===== src/rtl/keypad_entry.sv =====
// Calculator key-entry front end: builds a signed operand from digit/sign/edit keys
// and hands it to the ALU over a valid/ready handshake.
module keypad_entry #(
  parameter int unsigned WIDTH      = 16,
  parameter int unsigned MAX_DIGITS = 3,
  parameter int unsigned MAX_MAG    = 255
) (
  input  logic             clk,
  input  logic             rst_n,
  input  logic             key_valid,
  input  logic [3:0]       key_code,
  output logic             key_ready,
  output logic             key_err,
  output logic [WIDTH-1:0] entry_value,
  output logic [1:0]       digit_count,
  output logic [WIDTH-1:0] operand,
  output logic             operand_valid,
  input  logic             operand_ready
);

  localparam int unsigned EW = WIDTH + 4;

  typedef enum logic [1:0] {S_IDLE, S_ENTRY, S_HOLD} state_t;

  state_t           state_q, state_d;
  logic [WIDTH-1:0] mag_q, mag_d;
  logic [WIDTH-1:0] operand_q, operand_d;
  logic             neg_q, neg_d;
  logic             opv_q, opv_d;
  logic             err_q, err_d;
  logic [1:0]       cnt_q, cnt_d;
  logic [EW-1:0]    next_mag;
  logic [WIDTH-1:0] signed_val;

  // Widened so an over-range candidate is seen as such rather than wrapping.
  assign next_mag   = EW'(mag_q) * EW'(10) + EW'(key_code);
  assign signed_val = neg_q ? (~mag_q + WIDTH'(1)) : mag_q;

  always_comb begin
    state_d   = state_q;
    mag_d     = mag_q;
    neg_d     = neg_q;
    cnt_d     = cnt_q;
    operand_d = operand_q;
    opv_d     = opv_q;
    err_d     = 1'b0;
    if (state_q == S_HOLD) begin
      if (operand_ready) begin
        opv_d   = 1'b0;
        mag_d   = '0;
        neg_d   = 1'b0;
        cnt_d   = '0;
        state_d = S_IDLE;
      end
    end else if (key_valid) begin
      case (key_code)
        4'hA: neg_d = ~neg_q;
        4'hB: begin
          if (cnt_q == 2'd0) begin
            err_d = 1'b1;
          end else begin
            mag_d = mag_q / WIDTH'(10);
            cnt_d = cnt_q - 2'd1;
          end
        end
        4'hC: begin
          mag_d = '0;
          neg_d = 1'b0;
          cnt_d = '0;
        end
        4'hE: begin
          operand_d = signed_val;
          opv_d     = 1'b1;
        end
        4'hD, 4'hF: err_d = 1'b1;
        default: begin
          if ((mag_q == '0) && (key_code == 4'd0)) begin
            err_d = 1'b0;
          end else if ((cnt_q == 2'(MAX_DIGITS)) || (next_mag > EW'(MAX_MAG))) begin
            err_d = 1'b1;
          end else begin
            mag_d = next_mag[WIDTH-1:0];
            cnt_d = cnt_q + 2'd1;
          end
        end
      endcase
      if (opv_d)
        state_d = S_HOLD;
      else if ((cnt_d != 2'd0) || neg_d)
        state_d = S_ENTRY;
      else
        state_d = S_IDLE;
    end
  end

  always_ff @(posedge clk) begin
    if (!rst_n) begin
      state_q   <= S_IDLE;
      mag_q     <= '0;
      neg_q     <= 1'b0;
      cnt_q     <= '0;
      operand_q <= '0;
      opv_q     <= 1'b0;
      err_q     <= 1'b0;
    end else begin
      state_q   <= state_d;
      mag_q     <= mag_d;
      neg_q     <= neg_d;
      cnt_q     <= cnt_d;
      operand_q <= operand_d;
      opv_q     <= opv_d;
      err_q     <= err_d;
    end
  end

  assign key_ready     = (state_q != S_HOLD);
  assign key_err       = err_q;
  assign entry_value   = signed_val;
  assign digit_count   = cnt_q;
  assign operand       = operand_q;
  assign operand_valid = opv_q;

endmodule


===== config.mk =====
export PLATFORM = sky130hd
export DESIGN_NAME = keypad_entry
export DESIGN_NICKNAME = d
export VERILOG_FILES = /design/src/rtl/keypad_entry.sv
export SDC_FILE = /design/constraint.sdc
export NUM_CORES = 1
export LEC_CHECK = 0
export ABC_AREA = 1
export BUFFER_PORTS_ARGS = -buffer_cell sky130_fd_sc_hd__buf_2
export CORE_ASPECT_RATIO = 0.8
export CORE_MARGIN = 5
export CORE_UTILIZATION = 59
export DETAILED_ROUTE_END_ITERATION = 12
export PLACE_DENSITY = 0.85
export SYNTH_ARGS = -nofsm -noshare
export SYNTH_HDL_FRONTEND = slang
export SYNTH_SLANG_ARGS = --single-unit

===== constraint.sdc =====
create_clock -name clk -period 6.1 [get_ports clk]
set_input_delay 0.305 -clock clk [delete_from_list [all_inputs] [get_ports clk]]
set_output_delay 0.305 -clock clk [all_outputs]
set_load 0.1 [all_outputs]

* Word level (Yosys, flattened, before mapping)
Index checks and enable logic that the tools add are counted.
** Word-level totals
- Bits in registers :: 39
- Input bits :: 8
** Operators by class
- Add/sub/neg operators :: 4
- Multipliers :: 1
- Div/mod/pow operators :: 1
- $lt $le $gt $ge :: 1
- Equality and inequality tests :: 14
- Multiplexer cells :: 36
- Bitwise operators :: 5
- Reduce and logical (&&, ||, !) cells :: 15
** Operators with widths (number)
- $mux W16 :: 7
- $pmux W16 S3 :: 1
- $eq A4 B4 Y1 const B :: 6
- $mux W2 :: 11
- $add A20 B4 Y20 :: 1
- $gt A20 B8 Y1 const B :: 1
- $mul A16 B3 Y19 const B :: 1
- $add A16 B1 Y16 const B :: 1
- $div A16 B4 Y16 const B :: 1
- $logic_not A16 Y1 :: 1
- $not A16 Y16 :: 1
- $mux W1 :: 14
- $ne A4 B2 Y1 const B :: 2
- $pmux W2 S3 :: 1
- $reduce_and A6 Y1 :: 1
- $reduce_or A3 Y1 :: 2
- $eq A2 B2 Y1 const B :: 2
- $logic_not A4 Y1 :: 1
- $ne A2 B2 Y1 const B :: 2
- $not A1 Y1 :: 4
- $reduce_bool A2 Y1 :: 2
- $reduce_or A4 Y1 :: 1
- $ne A3 B3 Y1 const B :: 1
- $pmux W1 S3 :: 1
- 10 further kinds :: 11

* Depth between registers and ports, before layout
Gate-level depths: netlist (run 1).
- Word-level depth :: 15
- Depth in mapped cells :: 55
- Gate-level depth less buffers :: 54

* Least setup slack after synthesis (run 1)
Ideal clock, no wire load.
- Path kind :: register -> register
- Start :: reg mag_q[1]
- End :: reg mag_q[0]
- Library setup time :: 0.067 ns
- Data arrival time :: 4.704 ns
- Required time :: 6.033 ns
- Slack :: 1.329 ns
- Cell stages (with the launch flop) :: 32
- Cell sequence :: dfxtp_1 > ha_1 > ha_1 > inv_1 > fa_1 > o21ai_0 > a21oi_1 > o21ai_0 > a21oi_1 > o21bai_1 > nand2_1 > nand2_1 > a21oi_1 > or2_2 > nand2_1 > nand2_1 > inv_1 > nor2_1 > xor2_1 > nor4_1 > xnor2_1 > inv_1 > nand4_1 > nor4_1 > nand2_1 > nand2_1 > nand2_1 > nor2_1 > inv_1 > nor2_1 > nand2_1 > a21oi_2
** On the way
- Word-level cells in the longest chain between the ends :: 6
- Elaborated cells on any way between the ends :: 14
- Those cells by class :: add/sub: 1; mul: 1; div: 1; order compare: 1; eq/ne: 2; mux: 4; reduce/logical: 4
** Ends and longest elaborated chain
- start: declaration :: line 26 : logic [WIDTH-1:0] mag_q, mag_d;
- start signal: assignment :: line 107 : mag_q <= mag_d;
- branches (longest 6 deep; another with $div A16 B4 Y16)
Several ways; the timed one is not identified. The select of a mux whose other input is x is not followed.
A chain may end at the register's enable or synchronous reset.

* Final worst setup path (run 1)
- Start :: reg mag_q[15]
- End :: reg mag_q[0]
Same word-level chain as after synthesis.

==> results of run 1 <==
-- critical path: cells and delay by family (launching register included) --
family,cells,cell delay [ns]
flip-flops,1,0.62
buffers and inverters,4,0.31
AND/OR/NAND/NOR,37,3.59
AO/OA/AOI/OAI,6,0.86
-- per-stage QoR --
step                setup slack (ns)  instances  hold slack, ns
finish                         0.587        831           0.278
global route                   0.131        831           0.293
CTS                            0.501        831           0.281
detailed placement             0.531        823           0.463
global placement               0.802        823           0.448
floorplan                       1.33        699           0.428
-- cells in the final DEF, fill, tap and decap left out, types with 2 or more instances in the layout --
cell                        count
sky130_fd_sc_hd__o21bai_1       2
sky130_fd_sc_hd__ha_1          37
sky130_fd_sc_hd__fa_1           2
sky130_fd_sc_hd__a22o_1         2
sky130_fd_sc_hd__buf_2         44
sky130_fd_sc_hd__nor3_1        10
sky130_fd_sc_hd__or2_2          4
sky130_fd_sc_hd__nand3_1       54
sky130_fd_sc_hd__a21oi_1       41
sky130_fd_sc_hd__nand2_2       26
sky130_fd_sc_hd__nand2_4        7
sky130_fd_sc_hd__dfxtp_1       38
sky130_fd_sc_hd__o21ai_1        4
sky130_fd_sc_hd__o21ai_0       35
sky130_fd_sc_hd__o21ai_2        2
sky130_fd_sc_hd__nand4_1       11
sky130_fd_sc_hd__nand2_1      145
sky130_fd_sc_hd__nor4_1         7
sky130_fd_sc_hd__a21oi_4        2
sky130_fd_sc_hd__nor2_1        74
sky130_fd_sc_hd__inv_2         13
sky130_fd_sc_hd__nor2_2         2
sky130_fd_sc_hd__o22ai_1        2
sky130_fd_sc_hd__a211oi_1       4
sky130_fd_sc_hd__bufinv_16      2
sky130_fd_sc_hd__nand3b_1       2
sky130_fd_sc_hd__a31oi_1        5
sky130_fd_sc_hd__a21oi_2        3
sky130_fd_sc_hd__nand3_2       10
sky130_fd_sc_hd__buf_4          3
sky130_fd_sc_hd__xnor2_1        5
sky130_fd_sc_hd__clkbuf_8       6
sky130_fd_sc_hd__inv_1        100
sky130_fd_sc_hd__xor2_1        27
-- layer usage --
metal	track usage (%)	up-vias	part of all wire [%]
met5	0	-	0
met4	6.35	0	1.1
met3	3.95	9	9.5
met2	42.4	211	44
met1	33.3	2146	45
li1	-	2348	-
-- final cells by class --
cell class	count	area (sq um)	area share, %
Clock buffer	6	82.6	1.72
Clock inverter	2	60.1	1.25
Inverter	114	428	8.91
Multi-Input combinational cell	534	3120	64.9
Sequential cell	38	761	15.8
Tap cell	90	113	2.34
Timing Repair Buffer	47	243	5.05
-- cells by family (layout without fill, tap and decap cells) --
| family | count (synthesis) | in the layout |
|---|---|---|
| AOI/OAI and AO/OA | 107 | 107 |
| xor gates and xnor gates | 32 | 32 |
| adders and majority gates | 39 | 39 |
| buffers and inverters | 127 | 169 |
| DFF | 38 | 38 |
| and+or+nand+nor | 356 | 356 |
-- flip-flops by register name (all words and copies together), names as in the netlist --
name         count
mag_q           16
neg_q            1
operand         16
digit_count      2
key_err          1
state_q          2
-- worst paths after layout --
kind                     end  slack (ns)  depth (start not counted)
setup / recovery    mag_q[0]        0.59                         47
hold reg to reg   operand[1]        0.47                          2
hold / removal    state_q[0]        0.28                          4
setup reg to reg    mag_q[0]        0.59                         47
-- what timing repair did --
item	in CTS	in global routing
setup buffers	0	0
gates resized for setup	0	2
setup endpoints to repair	0	9
==> parameters.txt, run 1 <==
Parameter                              Value

Timing
  RSZ-0062 raised after global routing    no
  Fin crit share    90.4%
  Number of slew-limit violations in the final report    0
  Worst clock skew    roughly 0.014 ns
  Final Setup Violations    0
  Tightest Pin Transition    1.09 ns
  Total count of hold-check failures in the final report    0
  Final sum of negative setup slack    0 ns
  Tmin final    5.51 ns
  Relative slew margins    27.2%
  Maximum clock rate    181 MHz

Final layout
  Fraction of layout cells with a size suffix above 1    17.3%
  Post-layout util    65.9%
  Post-Layout Inst Area    4800 sq um
  Number of antenna cells inserted    0
  Fin nets    787
  Area added between synthesis and finish    10.3%
  Filler Cell Count    647

Clock tree
  H-tree depth    2
  Master cell of the clock root buffer    sky130_fd_sc_hd__clkbuf_8
  Total clock buffers created by CTS    5
  Insertion delay of the later-clocked pin in the worst-skew pair    0.29 ns
  Clock tree from TritonCTS    done
  Maximum buffer depth of the clock tree    2
  Clock transition at path regs    about 0.08 ns
  Hold-fix buffers, CTS    0
  CTS sink count    38

Place
  HPWL reported at the end of detailed placement    between 9 and 10 mm
  Placement Cell Area    4650 sq um
  Port-buffer cells    44
  Routability congestion estimate from global placement    0.936

GRT
  Largest net degree at the start of global routing    32
  Remaining global-route overflow    0
  Vias in the first global route    between 4000 and 5000
  Global-route wire length before repair    19.2 mm
  Initial antenna violation count    0
  Global router's overall resource usage    24.9%

Drt
  Post-DRT Antenna Nets    0
  Remaining design rule violation count    0
  Total wirelength of the detailed-routed design    about 11 mm
  Via density per instance    5.67
  Via count of the routed design    4714
  Iteration-0 DRC Markers    346
  Iteration count of the initial detailed-routing pass    5
  Routed wire length per instance    13.7 um

Yosys
  Fraction of the mapped netlist area in compound gates    around 15%
  Cells after Synth    699
  Syn. warnings    0
  Share of the synthesized netlist area taken by xor and xnor gates    6.44%
  Cell type with the largest total area after synthesis    sky130_fd_sc_hd__dfxtp_1
  Post-synthesis net count    746
  Leading register cell type out of synthesis    sky130_fd_sc_hd__dfxtp_1
  Share of synthesized area occupied by flip-flops and latches    17.5%
  Top cells by instance count after synthesis    sky130_fd_sc_hd__nand2_1 (145), sky130_fd_sc_hd__inv_1 (100), sky130_fd_sc_hd__nor2_1 (75)
  Async set-or-reset flop fraction in the synthesized netlist    0%
  Synthesized-area fraction occupied by and/or/nand/nor cells    38.8%
  Proportion of synthesized area in mux cells    0%
  Most frequent cell after synthesis    sky130_fd_sc_hd__nand2_1
  Top area cells in the synthesized netlist    sky130_fd_sc_hd__dfxtp_1 (17%), sky130_fd_sc_hd__nand2_1 (13%), sky130_fd_sc_hd__ha_1 (11%)
  Number of library cell types mapped by synthesis    42
  Seq cells post-synth    38
  Dominant combinational cell family by area after synthesis    simple AND/OR/NAND/NOR gates
  Post-synthesis adder-cell area fraction    between 10% and 20%
  Post-synth design cell area    4350 sq um
  Count of flip-flops with a built-in enable after synthesis    0
  Synth Area per Inst    6.23 sq um
  Share of the synthesized area in the top cell type    around 17%

Min path
  Worst Min Path Start    key_valid
  Type of the tightest min-delay check    primary input to register

Floorplanning
  Row count    28
  Width of the chip    106 um
  I/O pin count    45
  Starting utilization of the core area    59.8%
  Die height    86.8 um
  Floorplan Core Area    7290 sq um
  Area enclosed by the die boundary    roughly 9200 sq um

Outcome
  Run status    finished clean

Setup path
  Arrival time at the worst endpoint    ~5.7 ns
  Class of the most critical setup path    register to register
  Endpoint kind of the worst setup timing path    register
  Reg2reg start    mag_q[15]
  CP Max Fanout    10
  Type of element launching the critical path    register
  WP data required    approximately 6.2 ns
  CP dominant cell by count    sky130_fd_sc_hd__nand2_1
  Max incr delay on CP    ~0.62 ns
  Worst setup startpoint    mag_q[15]
  Library cell contributing the largest single delay on the critical path    sky130_fd_sc_hd__dfxtp_1

Run
  Number of maximum-capacitance violations    0
Power of run 1 is not shown: default switching activity piles up to over one toggle a cycle in this logic, so the estimate is an artifact.
==> run 2, diff against run 1 <==
Settings changed: CELL_PAD_IN_SITES_DETAIL_PLACEMENT set to 0, CELL_PAD_IN_SITES_GLOBAL_PLACEMENT set to 2, CORE_UTILIZATION 59 to 33, PLACE_DENSITY 0.85 to 0.87, REMOVE_ABC_BUFFERS set to 1.
==> run 2 against run 1 <==
  * Final area increased by 3.4%
  * Critical path depth unchanged
  * Clock-buffer cell count decreased by 1
  * Worst setup slack improved by 0.15 ns
  * Global-route usage decreased by 8.9 points
  * Fmax increased by 2.8%
  * Non-clock buffer count increased by 4
  * Clock skew decreased by 0.0064 ns
  * Via count decreased by 5.0%
==> parameters.txt, run 2 (same netlist as run 1, synthesis figures left out) <==
Parameter                              Value

Timing
  Final sum of negative setup slack    0 ns
  Tmin final    5.36 ns
  RSZ-0062 raised after global routing    no
  Tightest Pin Transition    1.11 ns
  Total count of hold-check failures in the final report    0
  Relative slew margins    between 20% and 30%
  Maximum clock rate    186 MHz
  Worst clock skew    0.00736 ns
  Fin crit share    slightly below 90%
  Final Setup Violations    0
  Min setup slack post-route    around 0.74 ns
  Number of slew-limit violations in the final report    0

Floorplanning
  Area enclosed by the die boundary    15600 sq um
  I/O pin count    45
  Row count    37
  Starting utilization of the core area    33.7%
  Width of the chip    138 um
  Floorplan Core Area    12900 sq um
  Die height    113 um

GRT
  Remaining global-route overflow    0
  Largest net degree at the start of global routing    32
  Initial antenna violation count    0
  Global-route wire length before repair    21.2 mm
  Vias in the first global route    4230
  Global router's overall resource usage    16.1%

Clock tree
  Clock tree from TritonCTS    done
  CTS sink count    38
  Post-CTS repair timing setup buffer count    0
  Maximum buffer depth of the clock tree    2
  Insertion delay of the later-clocked pin in the worst-skew pair    0.28 ns
  Master cell of the clock root buffer    sky130_fd_sc_hd__clkbuf_16
  Total clock buffers created by CTS    5
  H-tree depth    2
  Clock transition at path regs    0.06 ns

Final layout
  Most common library cell in the layout ignoring fill and taps    sky130_fd_sc_hd__nand2_1
  Fraction of layout cells with a size suffix above 1    roughly 18%
  Filler Cell Count    1389
  Highest-count cells in the layout ignoring fill and taps    sky130_fd_sc_hd__nand2_1 (145), sky130_fd_sc_hd__inv_1 (100), sky130_fd_sc_hd__nor2_1 (75)
  Area added between synthesis and finish    14.1%
  Number of antenna cells inserted    0
  Fin nets    791
  Post-layout util    38.4%

Setup path
  Arrival time at the worst endpoint    roughly 5.5 ns
  CP dominant cell by count    sky130_fd_sc_hd__nand2_2
  Max incr delay on CP    0.57 ns
  CP Max Fanout    8
  Endpoint kind of the worst setup timing path    register
  Reg2Reg Setup Slack    roughly 0.74 ns
  Family of cells with the greatest summed delay on the critical path    simple AND/OR/NAND/NOR gates
  Type of element launching the critical path    register
  Class of the most critical setup path    register to register
  Buffer and inverter count on the worst path    1
  WP data required    6.23 ns
  Reg2reg start    mag_q[13]
  Library cell contributing the largest single delay on the critical path    sky130_fd_sc_hd__dfxtp_1
  Worst setup startpoint    mag_q[13]

Min path
  Type of the tightest min-delay check    primary input to register
  Worst Min Path Start    key_valid

Place
  Placement Setup Slack    0.635 ns
  Routability congestion estimate from global placement    roughly 0.84
  HPWL reported at the end of detailed placement    10.1 mm
  Port-buffer cells    44

Drt
  Post-DRT Antenna Nets    0
  Routed wire length per instance    13.6 um
  Via count of the routed design    roughly 4500
  Iteration count of the initial detailed-routing pass    4
  Via density per instance    4.87
  Remaining design rule violation count    0
  Iteration-0 DRC Markers    220
  Total wirelength of the detailed-routed design    12.5 mm

Run
  Number of maximum-capacitance violations    0

Outcome
  Run status    finished clean
## run 2: cell count changes in the layout (fill, tap and decap cells not counted), moves of 2 or more
cell                        before  now
sky130_fd_sc_hd__clkbuf_8        6    0
sky130_fd_sc_hd__clkbuf_16       0    5
sky130_fd_sc_hd__buf_4           3    7
sky130_fd_sc_hd__clkinv_2        0    2
sky130_fd_sc_hd__dfxtp_1        38   36
sky130_fd_sc_hd__dfxtp_2         0    2
## run 2: metal layers
layer	vias to the layer above	GRT usage (%)	wire length [um]
met4	0	2.76	82
met1	2012	23.4	6640
met5	-	0	0
met2	102	25.7	5220
li1	2360	-	-
met3	6	2.20	551
## run 2: worst paths after layout
kind,endpoint,depth (start not counted)
hold reg to reg,operand[1],2
setup / recovery,mag_q[0],47
hold / removal,state_q[0],4
setup reg to reg,mag_q[0],47
## run 2: cell type report
class | instances | area (sq um) | area share [%]
Clock buffer | 5 | 125 | 2.52
Sequential cell | 38 | 763 | 15.4
Clock inverter | 3 | 40.0 | 0.806
Timing Repair Buffer | 51 | 273 | 5.49
Multi-Input combinational cell | 534 | 3120 | 62.8
Tap cell | 175 | 219 | 4.41
Inverter | 114 | 428 | 8.62
## run 2: stage by stage
stage	cells	area [sq um]	hold slack [ns]
after global placement	912	4790	0.449
after floorplan	686	4300	0.428
after CTS	920	4960	0.282
final	920	4970	0.287
after detailed placement	912	4790	0.457
after global routing	920	4970	0.305
## run 2: worst min-delay path, cell delays in order
cell,delay [ns]
sky130_fd_sc_hd__buf_2,0.08
sky130_fd_sc_hd__inv_1,0.04
sky130_fd_sc_hd__nand3_1,0.06
sky130_fd_sc_hd__nand2_1,0.04
## run 2: what timing repair did
item / in CTS / in global routing
hold buffers: 0 / 0
gates resized for setup: 0 / 3
setup endpoints to repair: 0 / 10
Power of run 2 is left out for the same reason.
